<file path="src/rtl/mmio_uart_tx_pkg.sv">
// mmio_uart_tx_pkg
// Shared constants for the memory-mapped UART transmitter:
//   - register offsets (word index iAddress[3:2] inside the 16-byte window)
//   - STATUS bit positions
//   - TX FSM state encoding (2 bits)
//   - div_eff(): maps a programmed divisor of 0 onto 1
package mmio_uart_tx_pkg;

  localparam logic [1:0] OFF_DATA   = 2'd0;
  localparam logic [1:0] OFF_STATUS = 2'd1;
  localparam logic [1:0] OFF_DIV    = 2'd2;

  localparam int ST_FULL      = 0;
  localparam int ST_EMPTY     = 1;
  localparam int ST_BUSY      = 2;
  localparam int ST_OVR       = 3;
  localparam int ST_COUNT_LSB = 4;

  typedef enum logic [1:0] {
    S_IDLE  = 2'd0,
    S_START = 2'd1,
    S_DATA  = 2'd2,
    S_STOP  = 2'd3
  } tx_state_t;

  // A divisor of zero would otherwise give zero-length bits.
  function automatic logic [15:0] div_eff(input logic [15:0] div);
    return (div == 16'd0) ? 16'd1 : div;
  endfunction

endpackage

</file>
<file path="src/rtl/mmio_uart_tx_fifo.sv">
// uart_fifo
// Synchronous byte FIFO, first-word-fall-through (oData shows the head entry).
// Ports:
//   iCLK, iRST (async, active-low)
//   iPush/iData : write one byte; ignored when full unless a pop happens in the same cycle
//   iPop        : remove the head entry; ignored when empty
//   oData       : head entry
//   oFull, oEmpty, oCount : occupancy, updated on the edge after a push/pop
module uart_fifo #(
  parameter int DEPTH = 8
) (
  input  logic                      iCLK,
  input  logic                      iRST,
  input  logic                      iPush,
  input  logic                      iPop,
  input  logic [7:0]                iData,
  output logic [7:0]                oData,
  output logic                      oFull,
  output logic                      oEmpty,
  output logic [$clog2(DEPTH):0]    oCount
);

  localparam int AW = $clog2(DEPTH);

  logic [7:0]  r_mem [DEPTH];
  logic [AW:0] r_wr_ptr;
  logic [AW:0] r_rd_ptr;
  logic        w_do_pop;
  logic        w_do_push;

  assign w_do_pop  = iPop & ~oEmpty;
  // A pop in the same cycle frees the head slot, so a push into a full FIFO is still accepted.
  assign w_do_push = iPush & (~oFull | w_do_pop);

  always_ff @(posedge iCLK or negedge iRST) begin
    if (!iRST) begin
      r_wr_ptr <= '0;
      r_rd_ptr <= '0;
    end else begin
      if (w_do_push) r_wr_ptr <= r_wr_ptr + 1'b1;
      if (w_do_pop)  r_rd_ptr <= r_rd_ptr + 1'b1;
    end
  end

  // Storage carries no reset: the pointers alone define what is valid.
  always_ff @(posedge iCLK) begin
    if (w_do_push) r_mem[r_wr_ptr[AW-1:0]] <= iData;
  end

  assign oData  = r_mem[r_rd_ptr[AW-1:0]];
  assign oEmpty = (r_wr_ptr == r_rd_ptr);
  assign oFull  = (r_wr_ptr[AW-1:0] == r_rd_ptr[AW-1:0]) && (r_wr_ptr[AW] != r_rd_ptr[AW]);
  assign oCount = r_wr_ptr - r_rd_ptr;

endmodule

</file>
<file path="src/rtl/mmio_uart_tx.sv">
// mmio_uart_tx
// Memory-mapped 8N1 UART transmitter with an 8-entry byte FIFO.
// Window at BASE_ADDR: +0 DATA (write-only), +4 STATUS, +8 DIV, +C reserved.
// Ports:
//   iCLK, iRST (async, active-low)
//   iReadEnable, iWriteEnable, iByteEnable[3:0], iAddress[31:0], iWriteData[31:0] : CPU data bus
//   oReadData[31:0] : combinational load data, zero when this block is not read
//   oTX             : serial line, idle high, registered
//   oIRQ            : high when FIFO empty and transmitter idle, registered
module mmio_uart_tx
  import mmio_uart_tx_pkg::*;
#(
  parameter logic [31:0] BASE_ADDR   = 32'hFF20_0110,
  parameter int          DEPTH       = 8,
  parameter logic [15:0] DEFAULT_DIV = 16'd434
) (
  input  logic        iCLK,
  input  logic        iRST,
  input  logic        iReadEnable,
  input  logic        iWriteEnable,
  input  logic [3:0]  iByteEnable,
  input  logic [31:0] iAddress,
  input  logic [31:0] iWriteData,
  output logic [31:0] oReadData,
  output logic        oTX,
  output logic        oIRQ
);

  localparam int CW = $clog2(DEPTH) + 1;

  // ---------------- decode ----------------
  logic       w_hit;
  logic [1:0] w_off;
  logic       w_data_wr;
  logic       w_ovr_clr;
  logic       w_div_wr;
  logic       w_unused_bits;

  assign w_hit     = (iAddress[31:4] == BASE_ADDR[31:4]);
  assign w_off     = iAddress[3:2];
  assign w_data_wr = iWriteEnable & w_hit & (w_off == OFF_DATA) & iByteEnable[0];
  assign w_ovr_clr = iWriteEnable & w_hit & (w_off == OFF_STATUS) & iByteEnable[0]
                     & iWriteData[ST_OVR];
  assign w_div_wr  = iWriteEnable & w_hit & (w_off == OFF_DIV);
  assign w_unused_bits = &{iAddress[1:0], iByteEnable[3:2], iWriteData[31:16]};

  // ---------------- FIFO ----------------
  logic          w_pop;
  logic          w_full;
  logic          w_empty;
  logic [7:0]    w_fifo_data;
  logic [CW-1:0] w_count;
  logic [3:0]    w_count4;

  uart_fifo #(.DEPTH(DEPTH)) u_fifo (
    .iCLK   (iCLK),
    .iRST   (iRST),
    .iPush  (w_data_wr),
    .iPop   (w_pop),
    .iData  (iWriteData[7:0]),
    .oData  (w_fifo_data),
    .oFull  (w_full),
    .oEmpty (w_empty),
    .oCount (w_count)
  );

  assign w_count4 = 4'(w_count);

  // ---------------- OVR ----------------
  logic r_ovr;
  logic w_overrun;

  assign w_overrun = w_data_wr & w_full & ~w_pop;

  always_ff @(posedge iCLK or negedge iRST) begin
    if (!iRST)          r_ovr <= 1'b0;
    else if (w_overrun) r_ovr <= 1'b1;   // set beats a same-cycle clear
    else if (w_ovr_clr) r_ovr <= 1'b0;
  end

  // ---------------- DIV, one register per byte lane ----------------
  logic [15:0] w_div;
  logic [15:0] w_reload;

  generate
    for (genvar gi = 0; gi < 2; gi++) begin : g_div_lane
      logic [7:0] r_byte;
      always_ff @(posedge iCLK or negedge iRST) begin
        if (!iRST)                              r_byte <= DEFAULT_DIV[gi*8 +: 8];
        else if (w_div_wr && iByteEnable[gi])   r_byte <= iWriteData[gi*8 +: 8];
      end
      assign w_div[gi*8 +: 8] = r_byte;
    end
  endgenerate

  // Baud counter counts down to zero, so a bit lasts (reload + 1) cycles.
  assign w_reload = div_eff(w_div) - 16'd1;

  // ---------------- TX FSM ----------------
  tx_state_t   r_state, w_state_next;
  logic [7:0]  r_shift, w_shift_next;
  logic [2:0]  r_bitcnt, w_bitcnt_next;
  logic [15:0] r_baud, w_baud_next;
  logic        r_tx, w_tx_next;
  logic        r_irq, w_irq_next;

  always_ff @(posedge iCLK or negedge iRST) begin
    if (!iRST) begin
      r_state  <= S_IDLE;
      r_shift  <= '0;
      r_bitcnt <= '0;
      r_baud   <= '0;
      r_tx     <= 1'b1;
      r_irq    <= 1'b1;
    end else begin
      r_state  <= w_state_next;
      r_shift  <= w_shift_next;
      r_bitcnt <= w_bitcnt_next;
      r_baud   <= w_baud_next;
      r_tx     <= w_tx_next;
      r_irq    <= w_irq_next;
    end
  end

  always_comb begin
    w_state_next  = r_state;
    w_shift_next  = r_shift;
    w_bitcnt_next = r_bitcnt;
    w_baud_next   = r_baud;
    w_tx_next     = r_tx;
    w_pop         = 1'b0;
    w_irq_next    = w_empty & (r_state == S_IDLE);

    unique case (r_state)
      S_IDLE: begin
        if (!w_empty) begin
          w_pop        = 1'b1;
          w_shift_next = w_fifo_data;
          w_tx_next    = 1'b0;
          w_baud_next  = w_reload;
          w_state_next = S_START;
        end
      end
      S_START: begin
        if (r_baud == 16'd0) begin
          w_tx_next     = r_shift[0];
          w_shift_next  = {1'b0, r_shift[7:1]};
          w_bitcnt_next = 3'd0;
          w_baud_next   = w_reload;
          w_state_next  = S_DATA;
        end else begin
          w_baud_next = r_baud - 16'd1;
        end
      end
      S_DATA: begin
        if (r_baud == 16'd0) begin
          w_baud_next = w_reload;
          if (r_bitcnt == 3'd7) begin
            w_tx_next    = 1'b1;
            w_state_next = S_STOP;
          end else begin
            w_tx_next     = r_shift[0];
            w_shift_next  = {1'b0, r_shift[7:1]};
            w_bitcnt_next = r_bitcnt + 3'd1;
          end
        end else begin
          w_baud_next = r_baud - 16'd1;
        end
      end
      S_STOP: begin
        if (r_baud == 16'd0) begin
          if (!w_empty) begin
            // Back-to-back frame: no idle cycle between stop and start.
            w_pop        = 1'b1;
            w_shift_next = w_fifo_data;
            w_tx_next    = 1'b0;
            w_baud_next  = w_reload;
            w_state_next = S_START;
          end else begin
            w_state_next = S_IDLE;
          end
        end else begin
          w_baud_next = r_baud - 16'd1;
        end
      end
      default: w_state_next = S_IDLE;
    endcase
  end

  assign oTX  = r_tx;
  assign oIRQ = r_irq;

  // ---------------- read path ----------------
  logic [7:0] w_status;

  always_comb begin
    w_status                         = '0;
    w_status[ST_FULL]                = w_full;
    w_status[ST_EMPTY]               = w_empty;
    w_status[ST_BUSY]                = (r_state != S_IDLE);
    w_status[ST_OVR]                 = r_ovr;
    w_status[ST_COUNT_LSB +: 4]      = w_count4;
  end

  always_comb begin
    oReadData = '0;
    if (iReadEnable && w_hit) begin
      case (w_off)
        OFF_STATUS: oReadData = {24'd0, w_status};
        OFF_DIV:    oReadData = {16'd0, w_div};
        default:    oReadData = '0;
      endcase
    end
  end

endmodule

</file>
<file path="config.mk">
export PLATFORM = sky130hd
export DESIGN_NAME = mmio_uart_tx
export DESIGN_NICKNAME = d
export VERILOG_FILES = /design/src/rtl/mmio_uart_tx_pkg.sv /design/src/rtl/mmio_uart_tx_fifo.sv /design/src/rtl/mmio_uart_tx.sv
export SDC_FILE = /design/constraint.sdc
export NUM_CORES = 1
export LEC_CHECK = 0
export CORE_ASPECT_RATIO = 0.75
export CORE_MARGIN = 2
export CORE_UTILIZATION = 49
export DETAILED_ROUTE_END_ITERATION = 10
export PLACE_DENSITY = 0.88
export SYNTH_ARGS = -nofsm -noshare
export SYNTH_HDL_FRONTEND = slang
export SYNTH_SLANG_ARGS = --single-unit
</file>
<file path="constraint.sdc">
create_clock -name iCLK -period 3.5 [get_ports iCLK]
set_input_delay 0.525 -clock iCLK [delete_from_list [all_inputs] [get_ports iCLK]]
set_output_delay 0.525 -clock iCLK [all_outputs]
set_load 0.02 [all_outputs]
</file>
======== Yosys cells after proc, flatten, opt, wreduce, memory -nomap -nowiden ========
Memories as Yosys holds them, arrays and structs flattened.
Index checks and enable logic that the tools add are counted.
storage, ports and cells
  register bits ........................... 56
  RAM bits ................................ 64
  logic and storage cells ................. 103
  memories ................................ 1
operators by class
  $add $sub $neg .......................... 6
  equality and inequality tests ........... 16
  mux-type cells .......................... 37
  bitwise gates (word level) .............. 16
  reduce and logical (&&, ||, !) cells .... 16
memories
  name          words  bits a word  rd ports  clocked after memory_dff  write ports  RTL line                 RTL
  u_fifo.r_mem  8      8            1         0                         1            mmio_uart_tx_fifo.sv:25  logic [7:0] r_mem [DEPTH];
operators by type and width
  kind                   number
  $mux 16                5
  $pmux 16 s3            1
  $mux 8                 5
  $logic_not 16->1       2
  $pmux 16 s2            1
  $pmux 8 s4             1
  $sub 16x1->16 const B  2
  $eq 28x28->1 const B   1
  $and 1x1->1            12
  $mux 1                 12
  $ne 2x2->1 const B     6
  $mux 2                 5
  $mux 3                 3
  $add 4x1->4 const B    2
  $pmux 2 s4             1
  $reduce_and 4->1       2
  $eq 2x2->1 const B     3
  $pmux 3 s2             1
  $reduce_bool 2->1      3
  $reduce_and 5->1       1
  $eq 2x1->1 const B     2
  $eq 4x4->1             1
  $logic_and 1x1->1      4
  $logic_not 2->1        2
  other kinds (11)       13

======== Depth between registers and ports, before layout ========
Gate-level depths: netlist of run 1.
  depth in word-level cells ............... 9
  gate-level depth with buffers ........... 11
  gate-level depth less buffers ........... 9

======== Modules after synthesis ========
A second synthesis of run 1 with hierarchy kept.
unflattened totals
  cells, all modules ...................... 560
  area, all modules ....................... 6650.1 um^2
modules (own cells, without submodules)
  module        instances  cells each  area each (um^2)
  mmio_uart_tx  1          392         3627.2
  uart_fifo     1          168         3022.9

======== Worst setup path after synthesis of run 1 ========
Ideal clock, no wire load.
  path type ............................... register -> register
  start ................................... register u_fifo.r_rd_ptr[1]
  end ..................................... memory u_fifo.r_mem[0][0], enable pin
  arrival time ............................ 3.094 ns
  path slack .............................. 0.011 ns
  cell stages (with the launch flop) ...... 10
  path buffers ............................ 2
  period minus slack after synthesis ...... 3.489 ns
  cell sequence ........................... dfrtp_1 > clkbuf_1 > buf_1 > inv_1 > ha_1 > and3_1 > o211a_1 > o31ai_2 > nand4_1 > nor4_1
between the ends
  cells in the longest elaborated chain, start to end .. 9
  elaborated cells between the ends (all ways) .. 13
  classes of those cells .................. eq/ne (2); mux (5); bitwise (5); reduce/logical (1)
ends and longest elaborated chain
  item                              RTL line                                  RTL
  start: declaration                mmio_uart_tx_fifo.sv:27                   logic [AW:0] r_rd_ptr;
  start signal: assignment          mmio_uart_tx_fifo.sv:41                   if (w_do_pop) r_rd_ptr <= r_rd_ptr + 1'b1;
  $eq 4x4->1                        mmio_uart_tx_fifo.sv:51                   assign oEmpty = (r_wr_ptr == r_rd_ptr);
  $mux 1                            mmio_uart_tx.sv:136, mmio_uart_tx.sv:172
  $mux 1                            mmio_uart_tx.sv:171                       if (r_baud == 16'd0) begin
  $pmux 1 s2                        mmio_uart_tx.sv:134                       unique case (r_state)
  $and 1x1->1                       mmio_uart_tx_fifo.sv:31                   assign w_do_pop = iPop & ~oEmpty;
  $or 1x1->1 (*)                    mmio_uart_tx_fifo.sv:33                   assign w_do_push = iPush & (~oFull | w_do_pop);
  $and 1x1->1 (*)                   mmio_uart_tx_fifo.sv:33
  $mux 1 (*)                        mmio_uart_tx_fifo.sv:47                   if (w_do_push) r_mem[r_wr_ptr[AW-1:0]] <= iData;
  $mux 1 (not written as such) (*)  mmio_uart_tx_fifo.sv:47
  end: declaration                  mmio_uart_tx_fifo.sv:25
Every way passes the cells marked *; elsewhere a longest branch is shown, timed or not.

======== Worst setup path after layout of run 1 ========
  start ................................... input port iAddress[19]
  end ..................................... output port oReadData[5]
between the ends
  cells in the longest elaborated chain, start to end .. 3
ends and longest elaborated chain
  item                RTL line             RTL
  start: declaration  mmio_uart_tx.sv:22   input logic [31:0] iAddress,
  $eq 28x28->1        mmio_uart_tx.sv:39   assign w_hit = (iAddress[31:4] == BASE_ADDR[31:4]);
  $logic_and 1x1->1   mmio_uart_tx.sv:207  if (iReadEnable && w_hit) begin
  $mux 16             mmio_uart_tx.sv:207
  end: declaration    mmio_uart_tx.sv:24   output logic [31:0] oReadData,
No other way between the ends.

==> flow_summary.toml, run 1 <==
[status]
run_status = "finished clean"

[job]
maxCapViolCount = 0

[floorplanning]
die_w_um = 138
start_util_pct = 50.5
die_area_mm2 = 0.0145
die_h_um = 105
core_mm2 = 0.0131
num_rows = 36
io_pins = 106

[critical_path]
startpoint_type = "input port"
arrival_ns = 2.87
cp_max_fo = 8
critical_path_required_ns = 2.97
worstSetupEndpointType = "primary output"
rr_endpoint = "r_baud[10]$_DFF_PN0_"
ff2ff_path_depth = 9
r2r_slack_ns = 0.25
reg2reg_from = "g_div_lane[1].r_byte[0]$_DFFE_PN1P_"
criticalPathCategory = "input port to primary output"

[synth]
synthCells = 568
synth_area_per_cell_um2 = 11.6
syn_area_mm2 = 0.00662
ys_seq_area_share_pct = 50.4
ys_ff_latch = 120
yosys_warnings = 0
synth_edf_count = 64
synth_cell_type_count = 73
synth-main-ff-cell = "edfxtp_1"
synthArstFlopShare_pct = 46.7

[global_route]
grt_pass1_vias = 5075
grt_max_degree = 38
grt.overflow.total = 0
grt_usage_pct = 23.2
grt_pass1_wl_um = 26300
antenna_found_initial = 0

[finish]
final_common_cell = "clkdlybuf4s50_1"
syn2layout_area_growth_pct = 21.8
final_nets = 735
fin_cells = 830
stdcell_area_mm2 = 0.00806
regArea_mm2 = 0.00333
multi_input_area_mm2 = 0.00304
num_antenna_cells = 0
fillers = 954
final_cell_mix = "clkdlybuf4s50_1, edfxtp_1, dfrtp_1"
final_layout_size_suffix_gt1_share_pct = 17.5

[clock_network]
cts.sink_count = 120
clock_latency_ns = 0.42
postCtsSetupRepairBufs = 0
clock_path_buffers = 2
cts_hold_buf = 0
cts_htree_levels = 4
cts_buffers = 17
ctsRootBufferMaster = "clkbuf_16"
cts_tree = "yes"
clk_pin_slew_ns = 0.06

[detailed_routing]
viasPerCell = 6.23
firstDrtPassIters = 6
drt_iter0_drc = 590
routedWlPerCell_um = 19.5
drcViolationCount = 0
ant_nets = 0
dr_total_vias = 5168
routed_wirelength_um = 16200

[placed_design]
dpl.hpwl_um = 11200
gp_congestion = 0.884
placed_area_mm2 = 0.00748
io_buffers = 69
dp.cells = 798

[power_and_ir_drop]
p_sw_uw = 865
irDropWorstVdd_v = 0.000389
swShare_pct = 24.6
pwr-share-clk_pct = 47.6
seqPwrFrac_pct = 44.1
p_leak_uw = 0.00321
p_per_area_mw_per_mm2 = 437
power.internal_uw = 2650
pwr-share-comb_pct = 8.3

[timing]
fmax_ghz = 0.294
worst_slew_pin_slew_ns = 0.861
maxSlewHeadroom_pct = 42.6
finalSetupTns_ns = 0
fin_skew_ns = 0.0106
period_share_pct = 97.0
final_hold_viol_count = 0
slew_viol_final = 0
setup_violations = 0
fin_crit_ns = 3.40

[hold_path]
hold_path_class = "input port to async pin"
cell usage after synthesis, types with 7 or more instances:
master     n  area share (%)
mux2_2    25             4.3
buf_4     16             1.8
or4_1      7            0.79
a21oi_1   22             1.7
dfstp_2    7             2.8
nor3_1    22             1.7
mux4_2    16             5.4
inv_1     17            0.96
o21ai_0   24             1.8
xnor2_1   19             2.5
and2_1    11             1.0
dfrtp_1   49              19
nor4_1    15             1.4
nand2_1   26             1.5
ha_1      16             3.0
a22oi_1    8            0.91
or3_1      7            0.66
clkbuf_1  23             1.3
nor2_1    33             1.9
edfxtp_1  64              29
nand4_1   11             1.0
mux2i_1    9             1.4
nand3_1    9            0.68
worst max-delay path by stage:
stage / from / endpoint / slack (ns) / depth (start not counted)
after floorplan: u_fifo.r_rd_ptr[1]$_DFFE_PN0P_ / u_fifo.r_mem[0][0]$_DFFE_PP_ / 0.01 / 9
after global placement: iAddress[6] / oReadData[7] / -0.08 / 8
after detailed placement: iAddress[6] / oReadData[7] / -0.06 / 8
after CTS: iAddress[13] / oReadData[8] / 0.003 / 7
after global routing: iAddress[19] / oReadData[3] / -0.007 / 7
final: iAddress[19] / oReadData[5] / 0.10 / 7
power by group through the flow:
| stage | Clock, uW | Combinational, uW | Sequential (uW) |
|---|---|---|---|
| finish | 1670 | 290 | 1550 |
| global route | 1770 | 314 | 1560 |
| CTS | 1690 | 286 | 1550 |
| detailed placement | 0 | 283 | 1580 |
| global placement | 0 | 270 | 1580 |
| floorplan | 0 | 174 | 1570 |
cells by family (layout without fill, tap and decap cells):
kind of cell	count (synthesis)	count (layout)	share of synthesized area, %
other	1	16	0.0567
xor gates and xnor gates	24	24	3.18
AOI/OAI and AO/OA	117	117	12.2
muxes	51	51	11.2
buffers and inverters	65	141	4.90
and+or+nand+nor	173	173	14.8
adders and majority gates	17	17	3.33
DFF	120	120	50.4
metrics by stage:
stage	setup WS (ns)	utilization, %	power (uW)	hold WS (ns)
final	0.104	61.5	3520	0.222
after global routing	-0.00680	61.5	3640	0.285
after CTS	0.00295	61.4	3530	0.227
after detailed placement	-0.0597	57.0	1860	0.496
after global placement	-0.0790	57.0	1850	0.474
after floorplan	0.0109	-	1750	0.229
per-layer routing:
metal	routed length, um	track usage (%)
met3	1810	7.97
met2	7540	36.0
met5	0	0
met1	6570	30.7
met4	293	7.73
repair_timing:
action,4_1_cts,5_1_grt
resized for setup,2,3
endpoints found under the setup margin,10,15
pin swaps,0,0
layout make-up:
type | count | area share, %
sequential | 120 | 41.3
multi-input combinational | 398 | 37.7
timing repair buffer | 90 | 10.4
clock buffer | 18 | 5.32
tap | 171 | 2.65
clock inverter | 14 | 1.69
inverter | 19 | 0.885
sequential cells by signal, summed over array words and instances, names as in the netlist:
register / cells
r_shift: 8
u_fifo.r_wr_ptr: 4
r_baud: 16
g_div_lane.r_byte: 16
r_ovr: 1
oIRQ: 1
oTX: 1
u_fifo.r_mem: 64
u_fifo.r_rd_ptr: 4
r_state: 2
r_bitcnt: 3
critical path, cell delays in order:
cell	delay, ns
clkdlybuf4s50_1	0.39
or4_1	0.57
nor4_4	0.31
nand3_1	0.12
buf_4	0.17
nor2_1	0.15
clkdlybuf4s50_1	0.63
(Power assumes the default switching activity.)
==> run 2: changes to the inputs <==
CAP_MARGIN = 10   (was default)
==> results of run 2 <==
The final DEF is identical to that of run 1; final timing and power are the same.
